--- src/rtl/stopwatch_lap_core_if.sv ---
// ============================================================================
//  Module   : stopwatch_lap_core_if
//  Purpose  : Control, live-time and lap-FIFO signals of stopwatch_lap_core.
//  Revision : 1.0 - initial release
// ============================================================================
`default_nettype none

interface stopwatch_lap_core_if #(
    parameter int LAP_AW = 3
);
    logic              tick_in;
    logic              start;
    logic              stop;
    logic              clear;
    logic              dir_down;
    logic              preset_load;
    logic [7:0]        preset_hh;
    logic [7:0]        preset_mm;
    logic [7:0]        preset_ss;
    logic              lap;
    logic              lap_rd;
    logic [7:0]        xx;
    logic [7:0]        ss;
    logic [7:0]        mm;
    logic [7:0]        hh;
    logic              running;
    logic              done;
    logic [31:0]       lap_time;
    logic [LAP_AW:0]   lap_count;
    logic              lap_empty;
    logic              lap_full;
    logic              lap_overflow;

    modport master (
        output tick_in, start, stop, clear, dir_down, preset_load,
               preset_hh, preset_mm, preset_ss, lap, lap_rd,
        input  xx, ss, mm, hh, running, done, lap_time, lap_count,
               lap_empty, lap_full, lap_overflow
    );

    modport slave (
        input  tick_in, start, stop, clear, dir_down, preset_load,
               preset_hh, preset_mm, preset_ss, lap, lap_rd,
        output xx, ss, mm, hh, running, done, lap_time, lap_count,
               lap_empty, lap_full, lap_overflow
    );
endinterface

`default_nettype wire

--- src/rtl/stopwatch_lap_core.sv ---
// ============================================================================
//  Module   : stopwatch_lap_core
//  Purpose  : Up/down hh:mm:ss.xx stopwatch with preset, done pulse and FWFT
//             lap FIFO. Optional macro STOPWATCH_AUTORELOAD_EN reloads preset.
//  Revision : 1.0 - initial release
// ============================================================================
`default_nettype none

module stopwatch_lap_core #(
    parameter int TICKS_PER_SEC = 100,
    parameter int HOUR_MAX      = 99,
    parameter int LAP_DEPTH     = 8,
    parameter int LAP_AW        = 3
) (
    input wire                  clk,
    input wire                  rst,
    stopwatch_lap_core_if.slave bus
);
    typedef enum logic [1:0] {
        S_IDLE  = 2'd0,
        S_RUN   = 2'd1,
        S_PAUSE = 2'd2,
        S_DONE  = 2'd3
    } state_t;

    localparam logic [7:0]        c_xx_max  = 8'(TICKS_PER_SEC - 1);
    localparam logic [7:0]        c_hh_max  = 8'(HOUR_MAX);
    localparam logic [7:0]        c_sec_max = 8'd59;
    localparam logic [LAP_AW:0]   c_depth   = (LAP_AW + 1)'(LAP_DEPTH);
    localparam logic [LAP_AW-1:0] c_ptr_one = 1;
    localparam logic [LAP_AW:0]   c_cnt_one = 1;

    state_t     r_state, w_state_nxt;
    logic       r_tick_q, r_done, w_done_nxt;
    logic [7:0] r_hh, r_mm, r_ss, r_xx;
    logic [7:0] w_hh_nxt, w_mm_nxt, w_ss_nxt, w_xx_nxt;
    logic [7:0] w_up_hh, w_up_mm, w_up_ss, w_up_xx;
    logic [7:0] w_dn_hh, w_dn_mm, w_dn_ss, w_dn_xx;
    logic [7:0] w_ps_hh, w_ps_mm, w_ps_ss;
    logic [7:0] w_rl_hh, w_rl_mm, w_rl_ss;
    logic       w_zero, w_hits_zero, w_step, w_preset_ok, w_reload_ok;

    assign w_zero      = ({r_hh, r_mm, r_ss, r_xx} == 32'd0);
    assign w_hits_zero = (r_hh == 8'd0) && (r_mm == 8'd0) && (r_ss == 8'd0) && (r_xx <= 8'd1);
    assign w_step      = (r_state == S_RUN) && bus.tick_in && !r_tick_q;
    assign w_preset_ok = bus.preset_load && !bus.clear && (r_state != S_RUN);
    assign w_ps_hh     = (bus.preset_hh > c_hh_max)  ? c_hh_max  : bus.preset_hh;
    assign w_ps_mm     = (bus.preset_mm > c_sec_max) ? c_sec_max : bus.preset_mm;
    assign w_ps_ss     = (bus.preset_ss > c_sec_max) ? c_sec_max : bus.preset_ss;

`ifdef STOPWATCH_AUTORELOAD_EN
    logic [7:0] r_rl_hh, r_rl_mm, r_rl_ss;

    always_ff @(posedge clk) begin
        if (rst) begin
            r_rl_hh <= 8'd0;
            r_rl_mm <= 8'd0;
            r_rl_ss <= 8'd0;
        end else if (w_preset_ok) begin
            r_rl_hh <= w_ps_hh;
            r_rl_mm <= w_ps_mm;
            r_rl_ss <= w_ps_ss;
        end
    end

    assign w_rl_hh = r_rl_hh;
    assign w_rl_mm = r_rl_mm;
    assign w_rl_ss = r_rl_ss;
`else
    assign w_rl_hh = 8'd0;
    assign w_rl_mm = 8'd0;
    assign w_rl_ss = 8'd0;
`endif
    // A zero reload value falls back to the plain stop-at-zero behaviour.
    assign w_reload_ok = ({w_rl_hh, w_rl_mm, w_rl_ss} != 24'd0);

    always_comb begin
        {w_up_hh, w_up_mm, w_up_ss, w_up_xx} = {r_hh, r_mm, r_ss, r_xx};
        if (r_xx != c_xx_max) begin
            w_up_xx = r_xx + 8'd1;
        end else begin
            w_up_xx = 8'd0;
            if (r_ss != c_sec_max) begin
                w_up_ss = r_ss + 8'd1;
            end else begin
                w_up_ss = 8'd0;
                if (r_mm != c_sec_max) begin
                    w_up_mm = r_mm + 8'd1;
                end else begin
                    w_up_mm = 8'd0;
                    w_up_hh = (r_hh >= c_hh_max) ? 8'd0 : r_hh + 8'd1;
                end
            end
        end
    end

    always_comb begin
        {w_dn_hh, w_dn_mm, w_dn_ss, w_dn_xx} = {r_hh, r_mm, r_ss, r_xx};
        if (r_xx != 8'd0) begin
            w_dn_xx = r_xx - 8'd1;
        end else begin
            w_dn_xx = c_xx_max;
            if (r_ss != 8'd0) begin
                w_dn_ss = r_ss - 8'd1;
            end else begin
                w_dn_ss = c_sec_max;
                if (r_mm != 8'd0) begin
                    w_dn_mm = r_mm - 8'd1;
                end else begin
                    w_dn_mm = c_sec_max;
                    w_dn_hh = r_hh - 8'd1;
                end
            end
        end
    end

    always_comb begin
        w_state_nxt = r_state;
        {w_hh_nxt, w_mm_nxt, w_ss_nxt, w_xx_nxt} = {r_hh, r_mm, r_ss, r_xx};
        w_done_nxt = 1'b0;
        if (bus.clear) begin
            w_state_nxt = S_IDLE;
            {w_hh_nxt, w_mm_nxt, w_ss_nxt, w_xx_nxt} = 32'd0;
        end else begin
            if (w_preset_ok) begin
                {w_hh_nxt, w_mm_nxt, w_ss_nxt, w_xx_nxt} = {w_ps_hh, w_ps_mm, w_ps_ss, 8'd0};
                if (r_state == S_DONE) w_state_nxt = S_PAUSE;
            end else if (bus.start && (r_state == S_IDLE || r_state == S_PAUSE)
                         && !(bus.dir_down && w_zero)) begin
                w_state_nxt = S_RUN;
            end else if (bus.stop && r_state == S_RUN) begin
                w_state_nxt = S_PAUSE;
            end
            // Reaching zero overrides a same-cycle stop.
            if (w_step) begin
                if (!bus.dir_down) begin
                    {w_hh_nxt, w_mm_nxt, w_ss_nxt, w_xx_nxt} = {w_up_hh, w_up_mm, w_up_ss, w_up_xx};
                end else if (w_hits_zero) begin
                    w_done_nxt = 1'b1;
                    if (w_reload_ok) begin
                        {w_hh_nxt, w_mm_nxt, w_ss_nxt, w_xx_nxt} = {w_rl_hh, w_rl_mm, w_rl_ss, 8'd0};
                    end else begin
                        {w_hh_nxt, w_mm_nxt, w_ss_nxt, w_xx_nxt} = 32'd0;
                        w_state_nxt = S_DONE;
                    end
                end else begin
                    {w_hh_nxt, w_mm_nxt, w_ss_nxt, w_xx_nxt} = {w_dn_hh, w_dn_mm, w_dn_ss, w_dn_xx};
                end
            end
        end
    end

    always_ff @(posedge clk) begin
        if (rst) begin
            r_state  <= S_IDLE;
            r_tick_q <= 1'b0;
            r_done   <= 1'b0;
            {r_hh, r_mm, r_ss, r_xx} <= 32'd0;
        end else begin
            r_state  <= w_state_nxt;
            r_tick_q <= bus.tick_in;
            r_done   <= w_done_nxt;
            {r_hh, r_mm, r_ss, r_xx} <= {w_hh_nxt, w_mm_nxt, w_ss_nxt, w_xx_nxt};
        end
    end

    logic [31:0]       r_mem [LAP_DEPTH];
    logic [LAP_AW-1:0] r_wr_ptr, r_rd_ptr, w_rd_ptr_nxt;
    logic [LAP_AW:0]   r_count, w_count_nxt;
    logic [31:0]       r_lap_time, w_head_nxt, w_wdata;
    logic              r_overflow, w_lap_ok, w_full, w_empty, w_wr, w_rd;

    assign w_wdata      = {r_hh, r_mm, r_ss, r_xx};
    assign w_lap_ok     = bus.lap && (r_state == S_RUN || r_state == S_PAUSE);
    assign w_full       = (r_count == c_depth);
    assign w_empty      = (r_count == '0);
    assign w_rd         = bus.lap_rd && !w_empty;
    assign w_wr         = w_lap_ok && (!w_full || w_rd);
    assign w_rd_ptr_nxt = w_rd ? r_rd_ptr + c_ptr_one : r_rd_ptr;

    always_comb begin
        w_count_nxt = r_count;
        if (w_wr && !w_rd)      w_count_nxt = r_count + c_cnt_one;
        else if (!w_wr && w_rd) w_count_nxt = r_count - c_cnt_one;
        // Bypass covers the entry being written this cycle becoming the head.
        if (w_count_nxt == '0)                        w_head_nxt = 32'd0;
        else if (w_wr && (w_rd_ptr_nxt == r_wr_ptr))  w_head_nxt = w_wdata;
        else                                          w_head_nxt = r_mem[w_rd_ptr_nxt];
    end

    always_ff @(posedge clk) begin
        if (w_wr && !bus.clear) r_mem[r_wr_ptr] <= w_wdata;
    end

    always_ff @(posedge clk) begin
        if (rst || bus.clear) begin
            r_wr_ptr   <= '0;
            r_rd_ptr   <= '0;
            r_count    <= '0;
            r_lap_time <= 32'd0;
            r_overflow <= 1'b0;
        end else begin
            if (w_wr) r_wr_ptr <= r_wr_ptr + c_ptr_one;
            r_rd_ptr   <= w_rd_ptr_nxt;
            r_count    <= w_count_nxt;
            r_lap_time <= w_head_nxt;
            if (w_lap_ok && w_full && !w_rd) r_overflow <= 1'b1;
        end
    end

    assign bus.xx           = r_xx;
    assign bus.ss           = r_ss;
    assign bus.mm           = r_mm;
    assign bus.hh           = r_hh;
    assign bus.running      = (r_state == S_RUN);
    assign bus.done         = r_done;
    assign bus.lap_time     = r_lap_time;
    assign bus.lap_count    = r_count;
    assign bus.lap_empty    = w_empty;
    assign bus.lap_full     = w_full;
    assign bus.lap_overflow = r_overflow;
endmodule

`default_nettype wire
--- src/flat_wrapper.sv ---
// flat-port wrapper written by rule: the top's interface ports become plain ports
module stopwatch_lap_core_flat 
#(
    parameter int TICKS_PER_SEC = 100,
    parameter int HOUR_MAX      = 99,
    parameter int LAP_DEPTH     = 8,
    parameter int LAP_AW        = 3
)
  (clk, rst, bus_tick_in, bus_start, bus_stop, bus_clear, bus_dir_down, bus_preset_load, bus_preset_hh, bus_preset_mm, bus_preset_ss, bus_lap, bus_lap_rd, bus_xx, bus_ss, bus_mm, bus_hh, bus_running, bus_done, bus_lap_time, bus_lap_count, bus_lap_empty, bus_lap_full, bus_lap_overflow);
  stopwatch_lap_core_if #(.LAP_AW(LAP_AW)) bus_i ();
  input wire clk;
  input wire rst;
  input wire logic [$bits(bus_i.tick_in)-1:0] bus_tick_in;
  input wire logic [$bits(bus_i.start)-1:0] bus_start;
  input wire logic [$bits(bus_i.stop)-1:0] bus_stop;
  input wire logic [$bits(bus_i.clear)-1:0] bus_clear;
  input wire logic [$bits(bus_i.dir_down)-1:0] bus_dir_down;
  input wire logic [$bits(bus_i.preset_load)-1:0] bus_preset_load;
  input wire logic [$bits(bus_i.preset_hh)-1:0] bus_preset_hh;
  input wire logic [$bits(bus_i.preset_mm)-1:0] bus_preset_mm;
  input wire logic [$bits(bus_i.preset_ss)-1:0] bus_preset_ss;
  input wire logic [$bits(bus_i.lap)-1:0] bus_lap;
  input wire logic [$bits(bus_i.lap_rd)-1:0] bus_lap_rd;
  output wire logic [$bits(bus_i.xx)-1:0] bus_xx;
  output wire logic [$bits(bus_i.ss)-1:0] bus_ss;
  output wire logic [$bits(bus_i.mm)-1:0] bus_mm;
  output wire logic [$bits(bus_i.hh)-1:0] bus_hh;
  output wire logic [$bits(bus_i.running)-1:0] bus_running;
  output wire logic [$bits(bus_i.done)-1:0] bus_done;
  output wire logic [$bits(bus_i.lap_time)-1:0] bus_lap_time;
  output wire logic [$bits(bus_i.lap_count)-1:0] bus_lap_count;
  output wire logic [$bits(bus_i.lap_empty)-1:0] bus_lap_empty;
  output wire logic [$bits(bus_i.lap_full)-1:0] bus_lap_full;
  output wire logic [$bits(bus_i.lap_overflow)-1:0] bus_lap_overflow;
  assign bus_i.tick_in = bus_tick_in;
  assign bus_i.start = bus_start;
  assign bus_i.stop = bus_stop;
  assign bus_i.clear = bus_clear;
  assign bus_i.dir_down = bus_dir_down;
  assign bus_i.preset_load = bus_preset_load;
  assign bus_i.preset_hh = bus_preset_hh;
  assign bus_i.preset_mm = bus_preset_mm;
  assign bus_i.preset_ss = bus_preset_ss;
  assign bus_i.lap = bus_lap;
  assign bus_i.lap_rd = bus_lap_rd;
  assign bus_xx = bus_i.xx;
  assign bus_ss = bus_i.ss;
  assign bus_mm = bus_i.mm;
  assign bus_hh = bus_i.hh;
  assign bus_running = bus_i.running;
  assign bus_done = bus_i.done;
  assign bus_lap_time = bus_i.lap_time;
  assign bus_lap_count = bus_i.lap_count;
  assign bus_lap_empty = bus_i.lap_empty;
  assign bus_lap_full = bus_i.lap_full;
  assign bus_lap_overflow = bus_i.lap_overflow;
  stopwatch_lap_core #(.TICKS_PER_SEC(TICKS_PER_SEC), .HOUR_MAX(HOUR_MAX), .LAP_DEPTH(LAP_DEPTH), .LAP_AW(LAP_AW)) u_core (.clk(clk), .rst(rst), .bus(bus_i));
endmodule
--- config.mk ---
export PLATFORM = sky130hd
export DESIGN_NAME = stopwatch_lap_core_flat
export DESIGN_NICKNAME = d
export VERILOG_FILES = /design/src/rtl/stopwatch_lap_core_if.sv /design/src/rtl/stopwatch_lap_core.sv /design/src/flat_wrapper.sv
export SDC_FILE = /design/constraint.sdc
export NUM_CORES = 1
export LEC_CHECK = 0
export ABC_AREA = 1
export CAP_MARGIN = 20
export CORE_MARGIN = 5
export CORE_UTILIZATION = 50
export CTS_BUF_LIST = sky130_fd_sc_hd__clkbuf_4
export DETAILED_ROUTE_END_ITERATION = 10
export HOLD_SLACK_MARGIN = 0.12
export PLACE_DENSITY_LB_ADDON = 0.2
export SYNTH_ARGS = -nofsm -noshare
export SYNTH_HDL_FRONTEND = slang
export SYNTH_SLANG_ARGS = --single-unit
--- constraint.sdc ---
create_clock -name clk -period 3.2 [get_ports clk]
set_input_delay 0.64 -clock clk [delete_from_list [all_inputs] [get_ports clk]]
set_output_delay 0.64 -clock clk [all_outputs]
set_load 0.02 [all_outputs]
==> metrics.txt, run 1 <==
status=completed; number of DRC violations after detailed routing=0; antenna-violating nets left=0; global route total overflow=0; fraction of layout cells with a size suffix above 1=0.138; post-synth top area share=0.499; RSZ-0062 raised after global routing=no; WS Path Type=reg -> out; fraction of registers with async set or reset after synthesis=0; Die Y=~190 um; core area=~0.031 mm^2; Unique masters post-synth=46; Setup TNS Final=0 ps; Crit path arrival time=2310 ps; register area share after synthesis=0.601; count leader, synth=nand2_1; gr usage total=0.239; # IOs=between 100 and 150; synthesized area=0.0154 mm^2; Hold Path Class=in -> reg; PortBufs=between 100 and 150; Fill cells=around 2.6k; Final Skew=roughly 72 ps; Max Cap Viol=0; Leak=between 0.007 and 0.008 uW; CTS tree=yes; cell row count=64; Worst setup SP type=flop; initial DRC count=998; met2 WL=roughly 20000 um; CTS resizes=0; required time of the critical path=between 2000 and 3000 ps; initial core utilization=0.505; CTS Buffer Depth=3; warnings from Yosys=0; DR WL/cell=about 18 um; VDD IR max=roughly 0.24 mV; DR pass1 iterations=6; Final Setup Violations=0; root buffer cell=clkbuf_4; largest net degree at the start of global routing=130; drt total wl=41200 um; f_max=between 0.3 and 0.4 GHz; CTS sink cnt=~340; first-pass GRT wire length=~65000 um; die width=approximately 190 um; CTS Hold Bufs=0; Post CTS Setup Buffer Count=0; htree depth=3; clk_lat worst skew=about 700 ps; CTS clk-pin slew, worst paths=70 ps; Synth area leader=edfxtp_1; worst slew pin tran=roughly 710 ps; NumNets Final=between 1.5k and 2k; vias in the first global route=~12k; top post-synthesis cells by area=edfxtp_1, nand2_1, dfxtp_1, nand3_1, nor2_1; Worst setup EP type=output pin; post-place setup slack=around 240 ps; hpwl dp=approximately 24000 um; final hold violations=0; Layout area overhead=18.6%; initial antenna violation count=1; Most used DFF post-synth=edfxtp_1; worst relative slew slack=0.525; cell count after synthesis=roughly 1.6k; Post-synth EDFFs=256; top sig layer=met4; M1 wire length=~17000 um; Num CTS Buffers=84; Mapped Avg Cell Area=roughly 9.6 um^2; Synth top cells by count=nand2_1, edfxtp_1, nand3_1; routability cong.=between 0.8 and 0.9; Seq cells post-synth=about 340; syn nets=roughly 1.7k; final worst setup slack=255 ps; Via density=approximately 5.5; via count=roughly 12k; Worst Path Max Fanout=7; Final Critical Period=a little under 3000 ps; WL met3=approximately 3300 um; Power Dens Cells=512 mW/mm^2; Period Utilization, post-route=0.920; Die Footprint=approximately 0.034 mm^2; Pins Over Slew Limit=0
==> power by group <==
part	switching, uW	leakage, uW	internal [uW]
Sequential	48.2	0.00285	4690
Combinational	646	0.00351	342
Clock	1680	0.000654	1960
==> critical path, cell delays in order (launching register included) <==
cell             delay (ps)
dfxtp_1                 350
inv_1                   130
ha_1                    280
nand3_4                 160
inv_1                    80
clkdlybuf4s50_1         600
==> final cells by class <==
class / count / area [um^2] / share of cell area
clock buffer: 132 / 991 / 0.0542
tap: 396 / 495 / 0.0271
multi-input combinational: 1108 / 5450 / 0.298
antenna: 1 / 2.50 / 0.000137
clock inverter: 21 / 126 / 0.00691
timing repair buffer: 157 / 1630 / 0.0892
sequential: 335 / 9270 / 0.507
inverter: 84 / 315 / 0.0172
==> logic make-up (layout without fill, tap and decap cells) <==
family | after synthesis | count (layout) | synth area share
AOI/OAI and AO/OA | 127 | 127 | 0.0444
xor gates and xnor gates | 31 | 31 | 0.0176
adders and majority gates | 19 | 19 | 0.0154
buffers and inverters | 171 | 394 | 0.0502
DFF | 335 | 335 | 0.601
other | 0 | 1 | 0
and+or+nand+nor | 931 | 931 | 0.271
==> layer usage <==
metal,vias up,GRT usage
li1,5888,-
met1,5858,0.313
met2,554,0.402
met3,73,0.0487
met4,0,0.0732
met5,-,0
==> cell usage in the layout (no fill, tap or decap), types with 6 or more instances in the layout <==
cell type        count
a21oi_1             63
buf_12              15
buf_4               36
clkbuf_4           132
clkdlybuf4s50_1    106
clkinv_1            15
dfxtp_1             79
edfxtp_1           256
ha_1                19
inv_1               75
inv_2                9
nand2_1            480
nand2_2              9
nand3_1            255
nand4_1             42
nor2_1              86
nor2_2              19
nor2_4              13
nor3_1               6
o21ai_0             43
xor2_1              28
==> final timing paths <==
kind | startpoint | endpoint | slack [ps] | cells after the start
worst min register to register | u_core.bus.lap_overflow | u_core.bus.lap_overflow | 560 | 2
worst min-delay path | rst | u_core.r_tick_q | 540 | 2
worst max-delay path | u_core.bus.lap_count[0] | bus_lap_empty | 250 | 5
worst max register to register | u_core.bus.lap_count[0] | u_core.bus.lap_time[8] | 610 | 13
==> sequential cells by signal, indices dropped and copies added (netlist names), 2 cells and up <==
register and cells:
u_core.r_mem 256, u_core.bus.lap_time 32, u_core.bus.hh 8, u_core.bus.mm 8
u_core.bus.ss 8, u_core.bus.xx 8, u_core.bus.lap_count 4, u_core.r_rd_ptr 3
u_core.r_wr_ptr 3, u_core.r_state 2
==> stage by stage <==
| stage | total power [uW] | hold WS, ps | util | cells | instance area [um^2] |
|---|---|---|---|---|---|
| floorplan | 5470 | 518 | - | 1614 | 15400 |
| global placement | 5800 | 505 | 0.563 | 2080 | 17200 |
| detailed placement | 5810 | 533 | 0.563 | 2080 | 17200 |
| CTS | 9450 | 482 | 0.599 | 2233 | 18300 |
| global route | 9810 | 490 | 0.599 | 2234 | 18300 |
| finish | 9370 | 538 | 0.599 | 2234 | 18300 |
(Power assumes the default switching activity.)
==> inputs of run 2 (changes only) <==
--- a/config.mk
+++ b/config.mk
@@ -10,9 +10,11 @@
 export CORE_MARGIN = 5
 export CORE_UTILIZATION = 50
 export CTS_BUF_LIST = sky130_fd_sc_hd__clkbuf_4
+export CTS_CLUSTER_SIZE = 12
 export DETAILED_ROUTE_END_ITERATION = 10
 export HOLD_SLACK_MARGIN = 0.12
 export PLACE_DENSITY_LB_ADDON = 0.2
+export SKIP_CTS_REPAIR_TIMING = 1
 export SYNTH_ARGS = -nofsm -noshare
 export SYNTH_HDL_FRONTEND = slang
 export SYNTH_SLANG_ARGS = --single-unit
==> results of run 2 <==
Final layout, timing and power as in run 1 (identical DEF).
==> inputs of run 3 (changes only) <==
--- a/config.mk
+++ b/config.mk
@@ -6,12 +6,13 @@
 export NUM_CORES = 1
 export LEC_CHECK = 0
 export ABC_AREA = 1
-export CAP_MARGIN = 20
+export CAP_MARGIN = 40
 export CORE_MARGIN = 5
 export CORE_UTILIZATION = 50
 export CTS_BUF_LIST = sky130_fd_sc_hd__clkbuf_4
 export CTS_CLUSTER_SIZE = 12
 export DETAILED_ROUTE_END_ITERATION = 10
+export DONT_BUFFER_PORTS = 1
 export HOLD_SLACK_MARGIN = 0.12
 export PLACE_DENSITY_LB_ADDON = 0.2
 export SKIP_CTS_REPAIR_TIMING = 1
==> metrics.txt, run 3 (synthesis results as in run 1) <==
status=completed; fin cells=~2.1k; clock share of power=0.390; root buffer cell=clkbuf_4; DR pass1 iterations=5; Worst setup EP type=flop; Int Pwr=just under 7000 uW; Num CTS Buffers=between 80 and 90; CTS tree=yes; Max Cap Viol=0; post-place setup slack=512 ps; CP max-delay cell=dfxtp_1; commonest cells after routing, fill and taps aside=nand2_1, edfxtp_1, nand3_1; Final Skew=~32 ps; Power Dens Cells=between 500 and 600 mW/mm^2; worst relative slew slack=0.408; CTS sink cnt=approximately 340; worst slew pin tran=about 890 ps; Worst Path Max Fanout=16; Pins Over Slew Limit=0; f_max=between 0.3 and 0.4 GHz; Leak=0.00667 uW; WS Path Type=reg -> reg; Period Utilization, post-route=0.845; initial DRC count=1048; Worst setup SP type=flop; largest reg by FF count=u_core.r_mem; max reg flops=approximately 260; RSZ-0062 raised after global routing=no; Die Y=roughly 190 um; critical path's largest stage delay=around 480 ps; gr usage total=0.237; vias in the first global route=approximately 12k; htree depth=3; CTS Buffer Depth=3; die width=between 150 and 200 um; VDD IR max=0.266 mV; Layout area overhead=11.9%; PortBufs=0; required time of the critical path=about 3800 ps; leading cell type in the layout, fill and taps excluded=nand2_1; Hold Path Class=in -> reg; core area=0.0305 mm^2; via count=~12k; Final Critical Period=about 2700 ps; initial core utilization=0.505; Crit path arrival time=between 3000 and 4000 ps; drt total wl=between 40000 and 50000 um; Placed Cells=between 1.5k and 2k; # IOs=107; CTS clk-pin slew, worst paths=about 60 ps; largest net degree at the start of global routing=130; GR Layer Usage met3=0.0606; final hold violations=0; antenna-violating nets left=0; crit path buf inv count=3; Min Hold Slack=around 200 ps; NumNets Final=1729; cell row count=between 60 and 70; Via density=around 5.6; hpwl dp=23300 um; number of DRC violations after detailed routing=0; Sw Share=0.256; Die Footprint=between 0.03 and 0.04 mm^2; initial antenna violation count=3; most used routing layer=met2; DR WL/cell=19.0 um; Top delay family on crit path=simple AND/OR/NAND/NOR gates; Flop pwr share=0.513; routability cong.=between 0.9 and 1; Final Setup Violations=0; Setup TNS Final=0 ps; met2 track demand over resource=0.382; Sw Pwr=2360 uW; Comb power frac=0.097; clk_lat worst skew=710 ps; fraction of layout cells with a size suffix above 1=0.149; worst-path cell chain=inv_1 > ha_1 > nand3_2 > o21ai_0 > nor2_1 > o21ai_0 > inv_1 > nand3_2 > buf_4 > nand2_1 > a21oi_1; met1 Use GR=0.318; final worst setup slack=496 ps; global route total overflow=0; first-pass GRT wire length=between 60000 and 70000 um
-- run 3: cell count changes in the layout (fill, tap and decap cells not counted), sizes merged, moves of 2 or more --
cell,before,now
buf,51,60
clkbuf,132,128
clkdlybuf4s50,106,0
clkinv,15,22
dlygate4sd3,0,2
-- run 3: layout make-up --
class,instances,area [um^2]
well taps,396,495
repair buffers,62,621
clock inverters,26,134
clock buffers,128,961
flip-flops and latches,335,9270
multi-input cells,1108,5450
diodes,2,5.00
inverters,84,315
fillers,2656,13300
-- run 3: layer usage --
metal / share of wire / up-vias
met5: 0 / -
met4: 0.018 / 0
met3: 0.088 / 51
met2: 0.47 / 528
met1: 0.42 / 5623
li1: - / 5694
-- run 3: tightest hold or removal path, cell delays in order --
cell and delay, ps:
nor2_1 40, a21oi_1 110, nor2_1 40
-- run 3: power groups by stage --
stage / sequential (uW) / combinational (uW) / clock (uW)
finish: 4740 / 891 / 3600
global route: 4740 / 995 / 3940
CTS: 4740 / 888 / 3680
detailed placement: 4830 / 885 / 0
global placement: 4830 / 874 / 0
floorplan: 4860 / 613 / 0
-- run 3: worst paths after layout --
path | slack [ps] | start | end | depth (start not counted)
hold / removal | 200 | bus_lap_rd | u_core.bus.lap_overflow | 3
setup / recovery | 500 | u_core.bus.lap_count[1] | u_core.bus.lap_time[14] | 11
hold reg to reg | 580 | u_core.bus.ss[5] | u_core.bus.ss[5] | 2
setup reg to reg | 500 | u_core.bus.lap_count[1] | u_core.bus.lap_time[14] | 11
-- run 3: per-stage QoR --
step / util / total power (uW) / instance area, um^2
after floorplan: - / 5470 / 15400
after global placement: 0.529 / 5700 / 16100
after detailed placement: 0.529 / 5720 / 16100
after CTS: 0.565 / 9310 / 17200
after global routing: 0.566 / 9670 / 17300
final: 0.566 / 9220 / 17300
